==> src/rtl/mem_bus_pkg.sv <==
// Shared types and constants for the CPU-side RAM bus sequencer.
package mem_bus_pkg;

   typedef enum logic [1:0] {
      StIdle,
      StPhaseHi,
      StPhaseLo,
      StDone
   } state_e;

   localparam int unsigned RAM_SIZE      = 256;
   localparam logic [7:0]  UNMAPPED_DATA = 8'hFF;

   // True when the byte address falls inside the RAM window starting at base.
   function automatic logic in_window(input logic [15:0] a, input logic [15:0] base);
      logic [15:0] off;
      off = a - base;
      return {16'h0000, off} < RAM_SIZE;
   endfunction

endpackage

==> src/rtl/mem_bus_ctrl.sv <==
// Byte/word request sequencer driving the 256-byte sync-write RAM with
// programmable wait states; unmapped phases complete with error and 8'hFF.
module mem_bus_ctrl
   import mem_bus_pkg::*;
#(
   parameter logic [15:0] RAM_BASE    = 16'h0000,
   parameter int unsigned WAIT_STATES = 0
) (
   input  logic        clk,
   input  logic        rst,
   input  logic        req,
   input  logic        word,
   input  logic        wr,
   input  logic [15:0] addr,
   input  logic [15:0] wdata,
   output logic        ready,
   output logic        ack,
   output logic        err,
   output logic [15:0] rdata,
   output logic        ram_sel,
   output logic        ram_wr_n,
   output logic [7:0]  ram_a,
   output logic [7:0]  ram_din,
   input  logic [7:0]  ram_dout
);

   localparam logic [3:0] WaitInit = 4'(WAIT_STATES);

   state_e      state_q, state_d;
   logic [3:0]  cnt_q, cnt_d;
   logic        word_q, wr_q;
   logic [15:0] addr_q, wdata_q;
   logic [7:0]  hi_q, hi_d;
   logic        err_acc_q, err_acc_d;
   logic        ack_d, err_d;
   logic [15:0] rdata_d;
   logic        ram_sel_d, ram_wr_n_d;
   logic [7:0]  ram_a_d, ram_din_d;

   logic        accept;
   logic [15:0] cur_a;
   logic        cur_mapped;
   logic [7:0]  phase_byte;
   logic        last;

   assign ready      = (state_q == StIdle);
   assign accept     = ready && req;
   assign cur_a      = (state_q == StPhaseLo) ? addr_q + 16'd1 : addr_q;
   assign cur_mapped = in_window(cur_a, RAM_BASE);
   assign phase_byte = cur_mapped ? ram_dout : UNMAPPED_DATA;
   assign last       = (cnt_q == 4'd0);

   always_comb begin
      state_d   = state_q;
      cnt_d     = cnt_q;
      hi_d      = hi_q;
      err_acc_d = err_acc_q;
      rdata_d   = rdata;
      ack_d     = 1'b0;
      err_d     = 1'b0;
      unique case (state_q)
         StIdle: begin
            if (req) begin
               state_d   = StPhaseHi;
               cnt_d     = WaitInit;
               err_acc_d = 1'b0;
            end
         end
         StPhaseHi: begin
            if (!last) begin
               cnt_d = cnt_q - 4'd1;
            end else begin
               hi_d      = phase_byte;
               err_acc_d = err_acc_q | ~cur_mapped;
               if (word_q) begin
                  state_d = StPhaseLo;
                  cnt_d   = WaitInit;
               end else begin
                  state_d = StDone;
                  ack_d   = 1'b1;
                  err_d   = err_acc_q | ~cur_mapped;
                  if (!wr_q) rdata_d = {8'h00, phase_byte};
               end
            end
         end
         StPhaseLo: begin
            if (!last) begin
               cnt_d = cnt_q - 4'd1;
            end else begin
               state_d = StDone;
               ack_d   = 1'b1;
               err_d   = err_acc_q | ~cur_mapped;
               if (!wr_q) rdata_d = {hi_q, phase_byte};
            end
         end
         StDone:  state_d = StIdle;
         default: state_d = StIdle;
      endcase
   end

   // RAM pins are registered, so they are derived from the upcoming state/count.
   logic [15:0] nxt_base, nxt_a, nxt_wdata;
   logic        nxt_word, nxt_wr, nxt_phase;

   always_comb begin
      nxt_base   = ready ? addr  : addr_q;
      nxt_wdata  = ready ? wdata : wdata_q;
      nxt_word   = ready ? word  : word_q;
      nxt_wr     = ready ? wr    : wr_q;
      nxt_phase  = (state_d == StPhaseHi) || (state_d == StPhaseLo);
      nxt_a      = (state_d == StPhaseLo) ? nxt_base + 16'd1 : nxt_base;
      ram_sel_d  = nxt_phase && in_window(nxt_a, RAM_BASE);
      ram_wr_n_d = !(ram_sel_d && nxt_wr && (cnt_d == 4'd0));
      ram_a_d    = nxt_phase ? nxt_a[7:0] : ram_a;
      ram_din_d  = ram_din;
      if (nxt_phase) begin
         ram_din_d = (state_d == StPhaseHi && nxt_word) ? nxt_wdata[15:8] : nxt_wdata[7:0];
      end
   end

   always_ff @(posedge clk or posedge rst) begin
      if (rst) begin
         state_q   <= StIdle;
         cnt_q     <= 4'd0;
         word_q    <= 1'b0;
         wr_q      <= 1'b0;
         addr_q    <= 16'h0000;
         wdata_q   <= 16'h0000;
         hi_q      <= 8'h00;
         err_acc_q <= 1'b0;
         ack       <= 1'b0;
         err       <= 1'b0;
         rdata     <= 16'h0000;
         ram_sel   <= 1'b0;
         ram_wr_n  <= 1'b1;
         ram_a     <= 8'h00;
         ram_din   <= 8'h00;
      end else begin
         state_q   <= state_d;
         cnt_q     <= cnt_d;
         hi_q      <= hi_d;
         err_acc_q <= err_acc_d;
         ack       <= ack_d;
         err       <= err_d;
         rdata     <= rdata_d;
         ram_sel   <= ram_sel_d;
         ram_wr_n  <= ram_wr_n_d;
         ram_a     <= ram_a_d;
         ram_din   <= ram_din_d;
         if (accept) begin
            word_q  <= word;
            wr_q    <= wr;
            addr_q  <= addr;
            wdata_q <= wdata;
         end
      end
   end

endmodule
==> config.mk <==
export PLATFORM = sky130hd
export DESIGN_NAME = mem_bus_ctrl
export DESIGN_NICKNAME = d
export VERILOG_FILES = /design/src/rtl/mem_bus_pkg.sv /design/src/rtl/mem_bus_ctrl.sv
export SDC_FILE = /design/constraint.sdc
export NUM_CORES = 1
export LEC_CHECK = 0
export ABC_AREA = 1
export BUFFER_PORTS_ARGS = -buffer_cell sky130_fd_sc_hd__buf_4
export CORE_MARGIN = 2
export CORE_UTILIZATION = 57
export CTS_CLUSTER_DIAMETER = 60
export DETAILED_ROUTE_END_ITERATION = 8
export PLACE_DENSITY_LB_ADDON = 0.25
export SLEW_MARGIN = 10
export SYNTH_ARGS = -nofsm -noshare
export SYNTH_HDL_FRONTEND = slang
export SYNTH_SLANG_ARGS = --single-unit
==> constraint.sdc <==
create_clock -name clk -period 3.9 [get_ports clk]
set_clock_uncertainty 0.15 [all_clocks]
set_input_delay 0.195 -clock clk [delete_from_list [all_inputs] [get_ports clk]]
set_output_delay 0.195 -clock clk [all_outputs]
set_load 0.02 [all_outputs]
## Word-level counts from Yosys, hierarchy flattened

Cells that the tools add are included.

| storage, ports and cells | value |
|---|---|
| register bits after elaboration | 85 |
| bits in latches | 0 |
| memory bits (writable) | 0 |
| memory bits (read-only) | 0 |
| word-level logic and storage cells | 83 |
| memories | 0 |

| cells by class | value |
|---|---|
| add/sub/neg operators | 3 |
| $mul | 0 |
| divide/modulo/power cells | 0 |
| order comparisons | 2 |
| equality and inequality tests | 11 |
| shift operators | 0 |
| multiplexer cells | 35 |
| bitwise gates (word level) | 2 |
| reduce and logical (&&, ||, !) cells | 15 |

Operators by type and width:

| kind | number |
|---|---|
| $mux W16 | 9 |
| $add A16 B1 Y16 const B | 2 |
| $lt A16 B9 Y1 const B | 2 |
| $pmux W16 S2 | 1 |
| $mux W4 | 4 |
| $mux W8 | 2 |
| $ne A2 B2 Y1 const B | 6 |
| $pmux W4 S3 | 1 |
| $mux W1 | 11 |
| $logic_not A4 Y1 | 2 |
| $pmux W2 S4 | 1 |
| $eq A2 B2 Y1 const B | 3 |
| $mux W2 | 3 |
| $pmux W1 S2 | 3 |
| $reduce_and A6 Y1 | 1 |
| $logic_and A1 B1 Y1 | 5 |
| $eq A2 B1 Y1 const B | 2 |
| $reduce_bool A2 Y1 | 2 |
| $sub A4 B1 Y4 const B | 1 |
| $reduce_and A3 Y1 | 1 |
| $logic_not A2 Y1 | 1 |
| $reduce_and A2 Y1 | 1 |
| $logic_not A1 Y1 | 1 |
| $logic_or A1 B1 Y1 | 1 |
| 2 further kinds | 2 |

## Logic depth before layout (Yosys ltp)

| logic depth | value |
|---|---|
| depth in word-level cells | 10 |
| depth in mapped cells | 19 |

## Least setup slack after synthesis

No wires, ideal clock.

| timing path | value |
|---|---|
| path type | register -> register |
| start point | reg cnt_q[0] |
| end point | reg ram_a[4] |
| setup time | 0.121 ns |
| data arrival time | 2.480 ns |
| required time | 3.629 ns |
| path slack | 1.149 ns |
| stages on the path, launching flop included | 16 |
| clock period less this slack | 2.751 ns |
| path through | dfrtp_1 > inv_1 > ha_1 > nand3_1 > nor2_2 > clkinv_1 > nand3_1 > nand2_1 > inv_1 > ha_1 > nand3_1 > nor2_4 > nand2_1 > nor2_1 > inv_1 > a22o_1 |

| on the way | value |
|---|---|
| cells in the longest elaborated chain, start to end | 5 |
| elaborated cells between the ends (all ways) | 8 |
| classes of those cells | eq/ne (2); mux (4); reduce/logical (2) |

Ends and longest elaborated chain:

| item | RTL line | text |
|---|---|---|
| start: declaration | mem_bus_ctrl.sv:30 | `logic [3:0] cnt_q, cnt_d;` |
| start signal: assignment | mem_bus_ctrl.sv:140 | `cnt_q <= cnt_d;` |
| $logic_not A4 Y1 (*) | mem_bus_ctrl.sv:51 | `assign last = (cnt_q == 4'd0);` |
| $mux W2, on equally long branches | mem_bus_ctrl.sv:87, mem_bus_ctrl.sv:70 |  |
| $pmux W2 S4 (*) | mem_bus_ctrl.sv:61 | `unique case (state_q)` |
| net state_d[1] | mem_bus_ctrl.sv:29 | `state_e state_q, state_d;` |
| $eq A2 B2 Y1 or $eq A2 B1 Y1 (tied branches) | mem_bus_ctrl.sv:110, mem_bus_ctrl.sv:111 |  |
| $mux W16 or $logic_or A1 B1 Y1 (tied branches) | mem_bus_ctrl.sv:111, mem_bus_ctrl.sv:110 |  |
| end signal: assignment | mem_bus_ctrl.sv:148 | `ram_a <= ram_a_d;` |
| end: declaration | mem_bus_ctrl.sv:22 | `output logic [7:0] ram_a,` |

The timed path passes the listed nets; every way through them passes the cells marked *.
A chain may end at the register's enable or synchronous reset.

## Final worst setup path

| timing path | value |
|---|---|
| start point | reg cnt_q[0] |
| end point | reg ram_sel |

| on the way | value |
|---|---|
| cells in the longest elaborated chain, start to end | 7 |
| elaborated cells between the ends (all ways) | 10 |
| classes of those cells | order compare (1); eq/ne (2); mux (4); reduce/logical (3) |

Ends and longest elaborated chain:

| item | RTL line | text |
|---|---|---|
| $logic_not A4 Y1 (*) | mem_bus_ctrl.sv:51 |  |
| $mux W2, on equally long branches | mem_bus_ctrl.sv:87, mem_bus_ctrl.sv:70 |  |
| $pmux W2 S4 (*) | mem_bus_ctrl.sv:61 |  |
| net state_d[1] | mem_bus_ctrl.sv:29 |  |
| $eq A2 B2 Y1 | mem_bus_ctrl.sv:110, mem_bus_ctrl.sv:111 |  |
| $mux W16 | mem_bus_ctrl.sv:111 | `nxt_a = (state_d == StPhaseLo) ? nxt_base + 16'd1 : nxt_base;` |
| $lt A16 B9 Y1 | mem_bus_pkg.sv:18 | `return {16'h0000, off} < RAM_SIZE;` |
| $logic_and A1 B1 Y1 (*) | mem_bus_ctrl.sv:112 | `ram_sel_d = nxt_phase && in_window(nxt_a, RAM_BASE);` |
| net ram_sel_d | mem_bus_ctrl.sv:37 | `logic ram_sel_d, ram_wr_n_d;` |
| end signal: assignment | mem_bus_ctrl.sv:146 | `ram_sel <= ram_sel_d;` |
| end: declaration | mem_bus_ctrl.sv:20 | `output logic ram_sel,` |

Marked as above.

==> impl_metrics.json <==
{
  "grt_pass1_wl_mm": 20.3,
  "dr.pass1.iters": 5,
  "layout-drive-gt1-share": 0.188,
  "final_hold_viol_count": 0,
  "cts_tree": "yes",
  "ir_worst_vdd_v": 0.000545,
  "cts_buffers": 9,
  "worstPathArrival_ns": 3.41,
  "clock_power_share": 0.147,
  "pwr-share-seq": 0.297,
  "post-route-period-util": 0.842,
  "seqCellArea_um2": 2130,
  "cellLeakagePower_nw": 3.20,
  "avgSynthCellArea_um2": 7.31,
  "startpoint_type": "register",
  "dpl.hpwl_mm": 8.09,
  "clk_pin_slew_ns": 0.09,
  "start_util": 0.591,
  "cts_sinks": 85,
  "synth_xor_xnor_area_share": 0.00357,
  "dp_cells": 838,
  "fillers": 615,
  "diodes": 0,
  "ctsHoldBuffers": 35,
  "ctsResizeCount": 0,
  "rrSetupSlack_ns": 0.62,
  "syn-cell-area_um2": 4900,
  "detail_route.wl_per_cell_um": 13.2,
  "area_delta_synth_final_pct": 25.1,
  "drcViolationCount": 0,
  "vias": 4668,
  "rsz0062_at_grt": "no",
  "crit_path_end_kind": "register",
  "io_pins": 82,
  "ff2ff_path_depth": 19,
  "gp_congestion": 0.883,
  "cts_max_path_buffers": 2,
  "worstSetupPathType": "register to register",
  "synth_cell_types": 34,
  "synthAdderAreaFrac": 0.0204,
  "status": "finished, final reports clean",
  "synth_compound_area_frac": 0.102,
  "ys_seq_area_frac": 0.434,
  "internal_power_mw": 2.75,
  "ys_ff_latch": 85,
  "ys.warnings.count": 0,
  "slew_headroom": 0.357,
  "hold_end": "hi_q[7]$_DFFE_PP0P_",
  "synthMuxAreaShare": 0.0207,
  "grt_usage": 0.261,
  "synthSimpleGateAreaFrac": 0.328,
  "setup_tns_ns": 0,
  "hold_path.class": "input port to register",
  "fmax_ghz": 0.305,
  "grt-ovfl-total": 0,
  "worst_slew_pin_slew_ns": 0.964,
  "slew_viol_final": 0,
  "rows": 33,
  "via_per_inst": 5.25,
  "portBuffers": 81,
  "die_h_um": 96.8,
  "drv_cap": 0,
  "combPwrFrac": 0.556,
  "postSynthCellCount": 671,
  "hp-start": "ram_dout[7]",
  "die-area_um2": 9360,
  "layout_common_cells": "nand2_1, dfrtp_1, buf_4",
  "nNetsFinal": 832,
  "r2r_end": "ram_sel$_DFF_PP0_",
  "timing.rr.start": "cnt_q[0]$_DFF_PP0_",
  "min_period_ns": 3.28,
  "grt_max_degree": 60,
  "clk_latency_ns": 0.35,
  "cp.required_ns": 4.03,
  "syn_nets": 724,
  "busiest_layer": "met2",
  "ant_nets": 0,
  "drtIter0Drc": 237,
  "power_density_nw_per_um2": 852,
  "setup_viol": 0,
  "final_common_cell": "nand2_1",
  "met2_usage": 0.427,
  "grt_use_met3": 0.0542,
  "hold_depth": 4,
  "swShare": 0.474,
  "grt_antenna_before_repair": 0,
  "crit_fanout": 10,
  "core_area_um2": 8300,
  "drt_wl_total_mm": 11.7,
  "synth_top_family_by_area": "simple AND/OR/NAND/NOR gates",
  "cts_root_buf": "clkbuf_8",
  "use_met1": 0.344,
  "fin_cells": 889,
  "grt_pass1_vias": 4462,
  "switchingPower_mw": 2.48,
  "multi_input_area_um2": 2330,
  "post-cts-setup-buffers": 0,
  "fp.dieW_um": 96.8,
  "htree_levels": 3
}
==> final cells by class <==
cell class                      count  share of cell area
Clock buffer                       11              0.0230
Clock inverter                      5              0.0173
Tap cell                          105              0.0214
Timing Repair Buffer              119               0.160
Sequential cell                    85               0.347
Inverter                           85              0.0522
Multi-Input combinational cell    479               0.379
==> layer usage <==
metal	vias to the layer above	share of wire	wire length, um
met2	160	0.48	5590
met5	-	0	0
met1	2160	0.44	5200
met4	0	0.022	259
met3	23	0.057	669
li1	2325	-	-
==> worst max path at each step <==
stage,slack (ns),cells past startpoint,endpoint,start
5_1_grt,0.19,19,ram_sel$_DFF_PP0_,cnt_q[0]$_DFF_PP0_
2_1_floorplan,1.15,15,ram_a[4]$_DFFE_PP0P_,cnt_q[0]$_DFF_PP0_
4_1_cts,0.64,19,ram_sel$_DFF_PP0_,cnt_q[0]$_DFF_PP0_
6_report,0.62,19,ram_sel$_DFF_PP0_,cnt_q[0]$_DFF_PP0_
3_5_place_dp,0.65,15,ram_a[4]$_DFFE_PP0P_,cnt_q[0]$_DFF_PP0_
3_3_place_gp,0.82,15,ram_a[4]$_DFFE_PP0P_,cnt_q[0]$_DFF_PP0_
==> cell families after synthesis <==
logic type / Yosys count
and+or+nand+nor: 368
buffers and inverters: 107
AOI/OAI and AO/OA: 92
DFF: 85
muxes: 9
adders and majority gates: 8
xor gates and xnor gates: 2
==> critical path, stage by stage, from the launching register on <==
cell	delay, ns
dfrtp_1	0.36
inv_1	0.11
ha_1	0.21
nand3_1	0.16
nor2_2	0.30
clkinv_1	0.33
nand3_1	0.14
nand2_1	0.09
inv_1	0.08
ha_1	0.26
inv_1	0.09
nor2_1	0.15
nand2_2	0.10
nor2_4	0.18
nand3_1	0.09
nand2_1	0.07
nand2_1	0.06
nor2_2	0.10
nand2_1	0.06
nor2_1	0.11
==> sequential cells by signal, summed over array words and instances (netlist names), 2 cells and up <==
signal and cells:
state_q 2, hi_q 8, wdata_q 16, rdata 16, ram_din 8, cnt_q 4
ram_a 8, addr_q 16
==> synth_stat cells, drive strengths merged <==
master  number  area share
a211oi       1      0.0015
mux2         9       0.021
o21a         1      0.0015
nand2      267        0.21
clkinv       1     0.00076
clkbuf      12      0.0092
a21oi       21       0.021
ha           8       0.020
a22o         2      0.0036
inv         84       0.064
nand3b       8       0.012
o21ai       60       0.063
nor3         3      0.0031
dfstp        1      0.0054
nand3       29       0.031
nor2        49       0.054
a31oi        2      0.0026
xor2         2      0.0036
nand4       12       0.015
o211ai       4      0.0071
buf         10       0.017
dfrtp       84        0.43
o21bai       1      0.0015
==> power groups by stage <==
stage | clock (mW) | combinational, mW | sequential [mW]
2_1_floorplan | 0 | 2.05 | 1.68
6_report | 0.769 | 2.91 | 1.55
4_1_cts | 0.782 | 2.92 | 1.55
3_5_place_dp | 0 | 2.87 | 1.56
3_3_place_gp | 0 | 2.78 | 1.55
5_1_grt | 0.822 | 3.31 | 1.60
==> metrics by stage <==
step	area, um2	hold slack [ns]	total power [mW]	utilization	setup WS, ns
after detailed placement	5540	0.293	4.43	0.667	0.651
after global placement	5540	0.291	4.33	0.667	0.823
after global routing	6140	0.0322	5.73	0.739	0.191
after floorplan	4900	0.196	3.73	-	1.15
final	6140	0.0239	5.23	0.739	0.616
after CTS	6140	0.00638	5.25	0.739	0.638
No activity file was read; power rests on OpenSTA's default activity.
